<file path="config.mk">
export PLATFORM = sky130hd
export DESIGN_NAME = regset_writeback
export DESIGN_NICKNAME = d
export VERILOG_FILES = /design/src/rtl/regset_writeback_pkg.sv /design/src/rtl/regset_wb_tagfifo.sv /design/src/rtl/regset_writeback.sv
export SDC_FILE = /design/constraint.sdc
export NUM_CORES = 1
export LEC_CHECK = 0
export BUFFER_PORTS_ARGS = -buffer_cell sky130_fd_sc_hd__buf_2
export CAP_MARGIN = 20
export CELL_PAD_IN_SITES_DETAIL_PLACEMENT = 2
export CELL_PAD_IN_SITES_GLOBAL_PLACEMENT = 2
export CORE_MARGIN = 5
export CORE_UTILIZATION = 35
export DETAILED_ROUTE_END_ITERATION = 10
export GPL_ROUTABILITY_DRIVEN = 0
export GPL_TIMING_DRIVEN = 0
export PLACE_DENSITY_LB_ADDON = 0.12
export SYNTH_ARGS = -nofsm -noshare
export SYNTH_HDL_FRONTEND = slang
export SYNTH_SLANG_ARGS = --single-unit
</file>
<file path="constraint.sdc">
create_clock -name CLK -period 2.6 [get_ports CLK]
set_input_delay 0.13 -clock CLK [delete_from_list [all_inputs] [get_ports CLK]]
set_output_delay 0.13 -clock CLK [all_outputs]
set_load 0.005 [all_outputs]
</file>
<file path="src/rtl/regset_writeback_pkg.sv">
// Shared core definitions for the register-set write-back stage: address/data
// widths, the zero register, the write-port selection and the output register layout.
package regset_writeback_pkg;

  localparam int REG_AW   = 5;
  localparam int DATA_W   = 32;
  localparam int NUM_REGS = 1 << REG_AW;

  localparam logic [REG_AW-1:0] ZERO_REG = '0;

  typedef enum logic [1:0] {
    SEL_NONE,
    SEL_ALU,
    SEL_LOAD
  } wb_sel_e;

  typedef struct packed {
    logic              we;
    logic              is_load;
    logic [REG_AW-1:0] addr;
    logic [DATA_W-1:0] data;
  } wb_out_t;

endpackage

</file>
<file path="src/rtl/regset_wb_tagfifo.sv">
// Tag FIFO of outstanding load destinations, with an "any entry equals r" match
// that tells the write-back stage whether a register must stay busy.
module regset_wb_tagfifo
  import regset_writeback_pkg::*;
#(
  parameter int DEPTH = 4
) (
  input  logic              clk,
  input  logic              rst_n,
  input  logic              push_i,
  input  logic [REG_AW-1:0] push_rd_i,
  input  logic              pop_i,
  input  logic [REG_AW-1:0] match_rd_i,
  output logic [REG_AW-1:0] head_rd_o,
  output logic              full_o,
  output logic              empty_o,
  output logic              match_o
);

  localparam int PTR_W = $clog2(DEPTH);
  localparam int CNT_W = $clog2(DEPTH + 1);

  logic [REG_AW-1:0] mem_q [DEPTH];
  logic [DEPTH-1:0]  valid_q, valid_d;
  logic [PTR_W-1:0]  wr_ptr_q, wr_ptr_d;
  logic [PTR_W-1:0]  rd_ptr_q, rd_ptr_d;
  logic [CNT_W-1:0]  count_q, count_d;
  logic              push_ok, pop_ok;

  assign full_o    = (count_q == CNT_W'(DEPTH));
  assign empty_o   = (count_q == '0);
  assign push_ok   = push_i && !full_o;
  assign pop_ok    = pop_i && !empty_o;
  assign head_rd_o = mem_q[rd_ptr_q];

  // NOTE: every always_comb output gets a default first, so no path can infer a latch.
  always_comb begin
    valid_d  = valid_q;
    wr_ptr_d = wr_ptr_q;
    rd_ptr_d = rd_ptr_q;
    if (pop_ok) begin
      valid_d[rd_ptr_q] = 1'b0;
      rd_ptr_d          = rd_ptr_q + 1'b1;
    end
    if (push_ok) begin
      valid_d[wr_ptr_q] = 1'b1;
      wr_ptr_d          = wr_ptr_q + 1'b1;
    end
    count_d = count_q + CNT_W'(push_ok) - CNT_W'(pop_ok);
  end

  always_comb begin
    match_o = 1'b0;
    for (int i = 0; i < DEPTH; i++) begin
      if (valid_q[i] && (mem_q[i] == match_rd_i)) match_o = 1'b1;
    end
  end

  // NOTE: state flops use non-blocking assignments so all of them sample pre-edge values.
  always_ff @(posedge clk or negedge rst_n) begin
    if (!rst_n) begin
      valid_q  <= '0;
      wr_ptr_q <= '0;
      rd_ptr_q <= '0;
      count_q  <= '0;
    end else begin
      valid_q  <= valid_d;
      wr_ptr_q <= wr_ptr_d;
      rd_ptr_q <= rd_ptr_d;
      count_q  <= count_d;
    end
  end

  // NOTE: the tag storage is not reset; valid_q and count_q qualify every use of it.
  always_ff @(posedge clk) begin
    if (push_ok) mem_q[wr_ptr_q] <= push_rd_i;
  end

endmodule

</file>
<file path="src/rtl/regset_writeback.sv">
// Write-back stage: merges ALU results and in-order load responses onto the single
// register-set write port and tracks per-register busy bits for outstanding loads.
module regset_writeback
  import regset_writeback_pkg::*;
#(
  parameter int LD_DEPTH = 4
) (
  input  logic                CLK,
  input  logic                RES,
  input  logic                alu_valid,
  input  logic [REG_AW-1:0]   alu_rd,
  input  logic [DATA_W-1:0]   alu_data,
  input  logic                ld_issue,
  input  logic [REG_AW-1:0]   ld_rd,
  output logic                ld_issue_ready,
  input  logic                ld_rsp_valid,
  input  logic [DATA_W-1:0]   ld_rsp_data,
  output logic                ld_rsp_ready,
  output logic [DATA_W-1:0]   wb_D,
  output logic [REG_AW-1:0]   wb_A_D,
  output logic                wb_write_enable,
  output logic [NUM_REGS-1:0] busy
);

  wb_sel_e             sel;
  wb_out_t             wb_q, wb_d;
  logic                pend_valid_q, pend_valid_d;
  logic [DATA_W-1:0]   pend_data_q, pend_data_d;
  logic [NUM_REGS-1:0] busy_q, busy_d;
  logic [REG_AW-1:0]   head_rd;
  logic                fifo_full, fifo_empty, fifo_match;
  logic                issue_ok, rsp_ok, load_pop, busy_clear;

  regset_wb_tagfifo #(
    .DEPTH(LD_DEPTH)
  ) u_tagfifo (
    .clk       (CLK),
    .rst_n     (RES),
    .push_i    (ld_issue),
    .push_rd_i (ld_rd),
    .pop_i     (load_pop),
    .match_rd_i(wb_q.addr),
    .head_rd_o (head_rd),
    .full_o    (fifo_full),
    .empty_o   (fifo_empty),
    .match_o   (fifo_match)
  );

  assign ld_issue_ready = !fifo_full;
  assign issue_ok       = ld_issue && !fifo_full;

  always_comb begin
    sel = SEL_NONE;
    if (alu_valid && (alu_rd != ZERO_REG)) sel = SEL_ALU;
    else if (pend_valid_q)                 sel = SEL_LOAD;
  end

  assign load_pop     = (sel == SEL_LOAD);
  assign ld_rsp_ready = !pend_valid_q || load_pop;
  // A response with no outstanding tag is a protocol error and is dropped.
  assign rsp_ok       = ld_rsp_valid && ld_rsp_ready && !fifo_empty;

  // The register set captures the load at this edge; keep busy if a younger load targets r.
  assign busy_clear = wb_q.we && wb_q.is_load && !fifo_match;

  always_comb begin
    wb_d         = wb_q;
    wb_d.we      = 1'b0;
    wb_d.is_load = 1'b0;
    unique case (sel)
      SEL_ALU: begin
        wb_d.we   = 1'b1;
        wb_d.addr = alu_rd;
        wb_d.data = alu_data;
      end
      SEL_LOAD: begin
        wb_d.we      = (head_rd != ZERO_REG);
        wb_d.is_load = 1'b1;
        wb_d.addr    = head_rd;
        wb_d.data    = pend_data_q;
      end
      default: ;
    endcase
  end

  always_comb begin
    pend_valid_d = pend_valid_q;
    pend_data_d  = pend_data_q;
    if (load_pop) pend_valid_d = 1'b0;
    if (rsp_ok) begin
      pend_valid_d = 1'b1;
      pend_data_d  = ld_rsp_data;
    end
  end

  always_comb begin
    busy_d = busy_q;
    if (busy_clear) busy_d[wb_q.addr] = 1'b0;
    if (issue_ok)   busy_d[ld_rd]     = 1'b1;
    busy_d[ZERO_REG] = 1'b0;
  end

  always_ff @(posedge CLK or negedge RES) begin
    if (!RES) begin
      wb_q         <= '0;
      pend_valid_q <= 1'b0;
      pend_data_q  <= '0;
      busy_q       <= '0;
    end else begin
      wb_q         <= wb_d;
      pend_valid_q <= pend_valid_d;
      pend_data_q  <= pend_data_d;
      busy_q       <= busy_d;
    end
  end

  assign wb_D            = wb_q.data;
  assign wb_A_D          = wb_q.addr;
  assign wb_write_enable = wb_q.we;
  assign busy            = busy_q;

  a_rsp_has_tag: assert property (@(posedge CLK) disable iff (!RES)
    !(ld_rsp_valid && ld_rsp_ready && fifo_empty));

  a_alu_not_busy: assert property (@(posedge CLK) disable iff (!RES)
    !(alu_valid && (alu_rd != ZERO_REG) && busy_q[alu_rd]));

endmodule

</file>
### Yosys cells after proc, flatten, opt, wreduce, memory -nomap -nowiden

Memory sizes are Yosys's and may differ from the RTL's.
Index checks and enable logic that the tools add are counted.
W data, S select, Z words.

* flip-flop bits (word level): 114
* memory bits (writable): 20
* input bits: 79
* output and inout port bits: 72
* logic and storage cells: 87
* memories: 1

* add/sub/neg operators: 4
* $lt $le $gt $ge: 8
* equal/unequal tests: 7
* multiplexer cells: 25
* bitwise logic cells: 6
* reduce and logical (&&, ||, !) cells: 25

Memories
* u_tagfifo.mem_q: words 4, bits a word 5, read ports 5, clocked after Yosys merged registers in 0, write ports 1, line regset_wb_tagfifo.sv:23 `logic [REG_AW-1:0] mem_q [DEPTH];`

Operators by type and width (count)
* $pmux W37 S2: 1
* $mux W32: 2
* $and A32 B32 Y32: 1
* $not A32 Y32: 1
* $or A32 B32 Y32: 1
* $eq A5 B5 Y1: 4
* $logic_and A1 B1 Y1: 15
* $mux W1: 13
* $lt A5 B6 Y1 const B: 2
* $demux W1 S5: 2
* $ge A5 B1 Y1 const B: 2
* $reduce_bool A5 Y1: 2
* $mux W4: 2
* $lt A2 B3 Y1 const B: 2
* $add A2 B1 Y2 const B: 2
* $and A4 B4 Y4: 1
* $demux W1 S2: 2
* $ge A2 B1 Y1 const B: 2
* $logic_not A1 Y1: 4
* $mux W2: 2
* $not A4 Y4: 1
* $or A4 B4 Y4: 1
* $reduce_bool A2 Y1: 2
* $add A3 B1 Y3: 1
* other kinds (7): 7

### Depth between registers and ports, before layout

An unclocked memory read counts as a cell.

* word-level depth: 12
* depth in mapped cells: 10
* depth with buffers taken out: 10

### Hierarchy

Synthesis repeated with hierarchy kept, for this count alone.

* cells, all modules: 525
* area, all modules: 6221.0 µm²

By module, submodules not included
* regset_writeback: times used 1, cells an instance 414, area an instance 4636.9 µm², sequential area each 2577.5 µm²
* regset_wb_tagfifo: times used 1, cells an instance 111, area an instance 1584.0 µm², sequential area each 875.8 µm²

### Worst setup path before layout

No wires, ideal clock.

* path type: input-to-reg
* start point: input alu_rd[1]
* end point: register u_tagfifo.count_q[2]
* library setup time: 124 ps
* arrival time: 2066 ps
* data required time: 2476 ps
* slack: 410 ps
* stages on the path: 10
* path buffers: 0
* cells stage by stage: or4_1 o21ai_0 and2_1 nand2_1 mux2i_1 ha_1 inv_1 fa_1 xnor2_1 xnor2_1

* word-level cells in the longest chain between the ends: 6

Ends and longest elaborated chain
* from (decl): line regset_writeback.sv:11 `input logic [REG_AW-1:0] alu_rd,`
* $reduce_bool A5 Y1: line regset_writeback.sv:54 `if (alu_valid && (alu_rd != ZERO_REG)) sel = SEL_ALU;`
* $logic_and A1 B1 Y1: line regset_writeback.sv:54
* $mux W2: line regset_writeback.sv:54
* $eq A2 B2 Y1: line regset_writeback.sv:58 `assign load_pop = (sel == SEL_LOAD);`
* named net load_pop: line regset_writeback.sv:32 `logic issue_ok, rsp_ok, load_pop, busy_clear;`
* $logic_and A1 B1 Y1: line regset_wb_tagfifo.sv:33 `assign pop_ok = pop_i && !empty_o;`
* $sub A3 B1 Y3: line regset_wb_tagfifo.sv:49 `count_d = count_q + CNT_W'(push_ok) - CNT_W'(pop_ok);`
* named net u_tagfifo.count_d[2]: line regset_wb_tagfifo.sv:27 `logic [CNT_W-1:0] count_q, count_d;`
* to (signal assigned): line regset_wb_tagfifo.sv:70 `count_q <= count_d;`
* to (decl): line regset_wb_tagfifo.sv:27

The timed path passes the listed nets, and every way through them passes these cells.
A chain may end at the register's enable or synchronous reset.

### Final worst setup path

* start point: register pend_valid_q
* end point: register u_tagfifo.count_q[2]

* word-level cells in the longest chain between the ends: 5

Ends and longest elaborated chain
* from (decl): line regset_writeback.sv:27 `logic pend_valid_q, pend_valid_d;`
* from (signal assigned): line regset_writeback.sv:111 `pend_valid_q <= pend_valid_d;`
* $mux W2: line regset_writeback.sv:55 `else if (pend_valid_q) sel = SEL_LOAD;`
* $mux W2: line regset_writeback.sv:54
* $eq A2 B2 Y1: line regset_writeback.sv:58
* named net load_pop: line regset_writeback.sv:32
* $logic_and A1 B1 Y1: line regset_wb_tagfifo.sv:33
* $sub A3 B1 Y3: line regset_wb_tagfifo.sv:49
* named net u_tagfifo.count_d[2]: line regset_wb_tagfifo.sv:27

The timed path passes the listed nets, and every way through them passes these cells.

==> qor.yml <==
wl_um: 23700
grt.overflow.total: 0
start_util_pct: 35.4
drive_above_1_share_pct: 32.7
holdBufCountCts: 73
cts_tree: "built"
synth_flop_cell: "dfrtp_1"
die_height_um: 147
path_clk_slew_ns: 0.06
max_freq_ghz: 0.420
synthXorXnorAreaFrac_pct: 3.05
r2r_slack_ns: 0.22
endpoint_kind: "register"
min_period_ns: 2.38
grt.total_usage_pct: 22.4
synth_fa_ha_area_share_pct: 2.01
vias: 5418
post_cts_buffers: 0
crit_path_start: "pend_valid_q$_DFFE_PN0P_"
io_buffers: 148
status: "complete, no violations"
dpl.hpwl_um: 15500
syn-cell-area_um2: 6610
synth_compound_area_share_pct: 6.42
worstPathRequired_ns: 2.95
yosys_register_bits: 134
clock_path_buffers: 2
regToRegEndpoint: "u_tagfifo.count_q[2]$_DFF_PN0_"
rows: 50
worstPathMaxFanout: 10
synth_edf_count: 20
final_cells: 1082
powerDensity_nw_per_um2: 1040
synth-seq-area-share_pct: 52.3
yosys.area_share.simple_pct: 14.4
rr_worst_depth: 10
syn2layout_area_growth_pct: 37.0
coreArea_um2: 18600
htree_levels: 4
cts-root-buf: "clkbuf_16"
ir_drop_mv: 0.567
hold_path_class: "input port to register"
synth_top_family_by_area: "multiplexers"
nNetsFinal: 924
tightest_slew_ns: 0.888
grt_pass1_vias: 6313
holdWs_ns: 0.0369
synth_warnings: 0
min_to: "wb_A_D[4]$_DFFE_PN0P_"
fillers: 1928
grt_pass1_wl_um: 37500
leakagePower_nw: 4.25
final.period_utilization_pct: 91.7
dpl.cell_count: 977
drc: 0
syn_nets: 683
fin_util_pct: 48.5
cts_resized: 0
via_per_inst: 5.01
relSlewSlack_pct: 40.8
dr.pass1.iters: 4
crit_path_start_kind: "register"
pin_count: 151
grt_max_degree: 59
post_synth_num_cell_types: 52
min_path_cells: 3
fin_worst_skew_ns: 0.0142
numClockSinks: 134
report.final.slew_viol_count: 0
wl_per_cell_um: 21.9
hp-start: "alu_valid"
cap_violations: 0
detail-route-antenna-nets: 0
async_flop_share_pct: 85.1
dieArea_um2: 21700
setup_viol: 0
cp.arrival_ns: 2.73
grt_setup_unrepaired: "no"
cts_made_buffers: 17
netlist_instances: 594
synthMuxAreaShare_pct: 14.6
die_w_um: 147
syn-mean-instance-area_um2: 11.1
drt_iter0_drc: 213
finalHoldViolCount: 0
antenna_found_initial: 2
insertion_delay_ns: 0.43
critPathKind: "register to register"
r2r-start: "pend_valid_q$_DFFE_PN0P_"
-- logic make-up after synthesis --
logic type | after synthesis
buffers and inverters | 77
and+or+nand+nor | 195
muxes | 75
xor gates and xnor gates | 23
AOI/OAI and AO/OA | 79
other | 1
DFF | 134
adders and majority gates | 10
-- how the worst max path moves through the flow --
stage | to | slack, ns
6_report | u_tagfifo.count_q[2]$_DFF_PN0_ | 0.22
5_1_grt | u_tagfifo.count_q[2]$_DFF_PN0_ | 0.09
4_1_cts | wb_write_enable$_DFF_PN0_ | 0.24
3_5_place_dp | u_tagfifo.count_q[2]$_DFF_PN0_ | -0.04
3_3_place_gp | wb_D[4]$_DFFE_PN0P_ | -0.13
2_1_floorplan | u_tagfifo.count_q[2]$_DFF_PN0_ | 0.41
-- cell usage after synthesis (all sizes together), types with 2 or more instances --
master	count	area (µm²)
or3	3	18.8
mux4	5	113
nand4b	2	17.5
nand2	54	210
nand2b	4	25.0
or3b	3	26.3
edfxtp	20	601
dfrtp	114	2850
o21ai	41	205
nor3	21	105
nand3	6	42.5
and3	7	43.8
nor2	69	259
clkbuf	16	61.3
nor4	8	71.3
buf	53	382
mux2i	38	380
or2	2	12.5
nand3b	3	22.5
mux2	32	473
xnor2	15	131
ha	9	113
nand4	4	25.0
a21o	4	30.0
xor2	8	70.1
or4	2	15.0
inv	8	30.0
a21oi	30	150
and2	2	12.5
-- critical path, cell delays in order (launching register included) --
cell	delay (ns)
dfrtp_1	0.34
buf_2	0.17
buf_2	0.32
and2_1	0.29
nand2_1	0.11
mux2i_1	0.16
ha_1	0.17
inv_1	0.05
fa_1	0.38
xnor2_1	0.18
xnor2_1	0.14
-- flip-flops by register name (all words and copies together), names as in the netlist --
register and count:
busy 31, pend_data_q 32, pend_valid_q 1, u_tagfifo.count_q 3
u_tagfifo.mem_q 20, u_tagfifo.rd_ptr_q 2, u_tagfifo.valid_q 4, u_tagfifo.wr_ptr_q 2
wb_A_D 5, wb_D 32, wb_q 1, wb_write_enable 1
-- power by group --
part / total, mW / switching, mW / internal, mW
clock network: 2.64 / 0.962 / 1.68
registers: 3.43 / 0.520 / 2.91
logic: 3.31 / 1.66 / 1.65
-- through the flow --
stage	cell area (µm²)	setup TNS, ns	setup WS (ns)	total power, mW
floorplan	6610	0	0.410	5.34
global placement	7640	-13.83	-0.130	6.40
detailed placement	7670	-0.0382	-0.0382	6.63
CTS	9050	0	0.238	9.41
global route	9050	0	0.0901	9.92
finish	9050	0	0.217	9.37
-- layout make-up --
type	instances	area, µm²	share of cell area (%)
Antenna cell	1	2.50	0.0277
Buffer	69	443	4.89
Clock buffer	22	507	5.60
Clock inverter	9	138	1.52
Inverter	8	30.0	0.332
Multi-Input combinational cell	383	2680	29.6
Sequential cell	134	3450	38.2
Tap cell	234	293	3.24
Timing Repair Buffer	222	1510	16.6
-- layout by cell type (no fill, tap or decap), types with 2 or more instances in the layout --
cell type and instances:
xor2_1 8, nor3_1 21, clkinv_4 3, mux2_4 30
nor2_1 69, nor4_1 6, bufinv_16 3, buf_1 2
a21o_1 4, xnor2_1 15, dlygate4sd3_1 73, and3_1 7
buf_6 4, or3b_2 3, nand2_1 53, ha_1 9
nand3b_1 3, dfrtp_1 114, nand4_1 4, a21oi_1 30
or4_1 2, nand3_1 5, mux2_2 2, clkbuf_16 19
clkbuf_8 2, clkbuf_1 16, nand2b_1 4, nand4b_1 2
buf_4 40, buf_2 155, mux2i_1 38, mux4_2 5
inv_1 8, or3_1 3, o21ai_0 40, edfxtp_1 20
-- routing by layer --
layer	track usage (%)	share of wire, %	vias up
met5	0	0.046	-
met4	6.38	1.6	2
met3	4.26	3.9	23
met1	27.1	41	2770
met2	40.6	53	128
li1	-	-	2495
(Power assumes the default switching activity.)
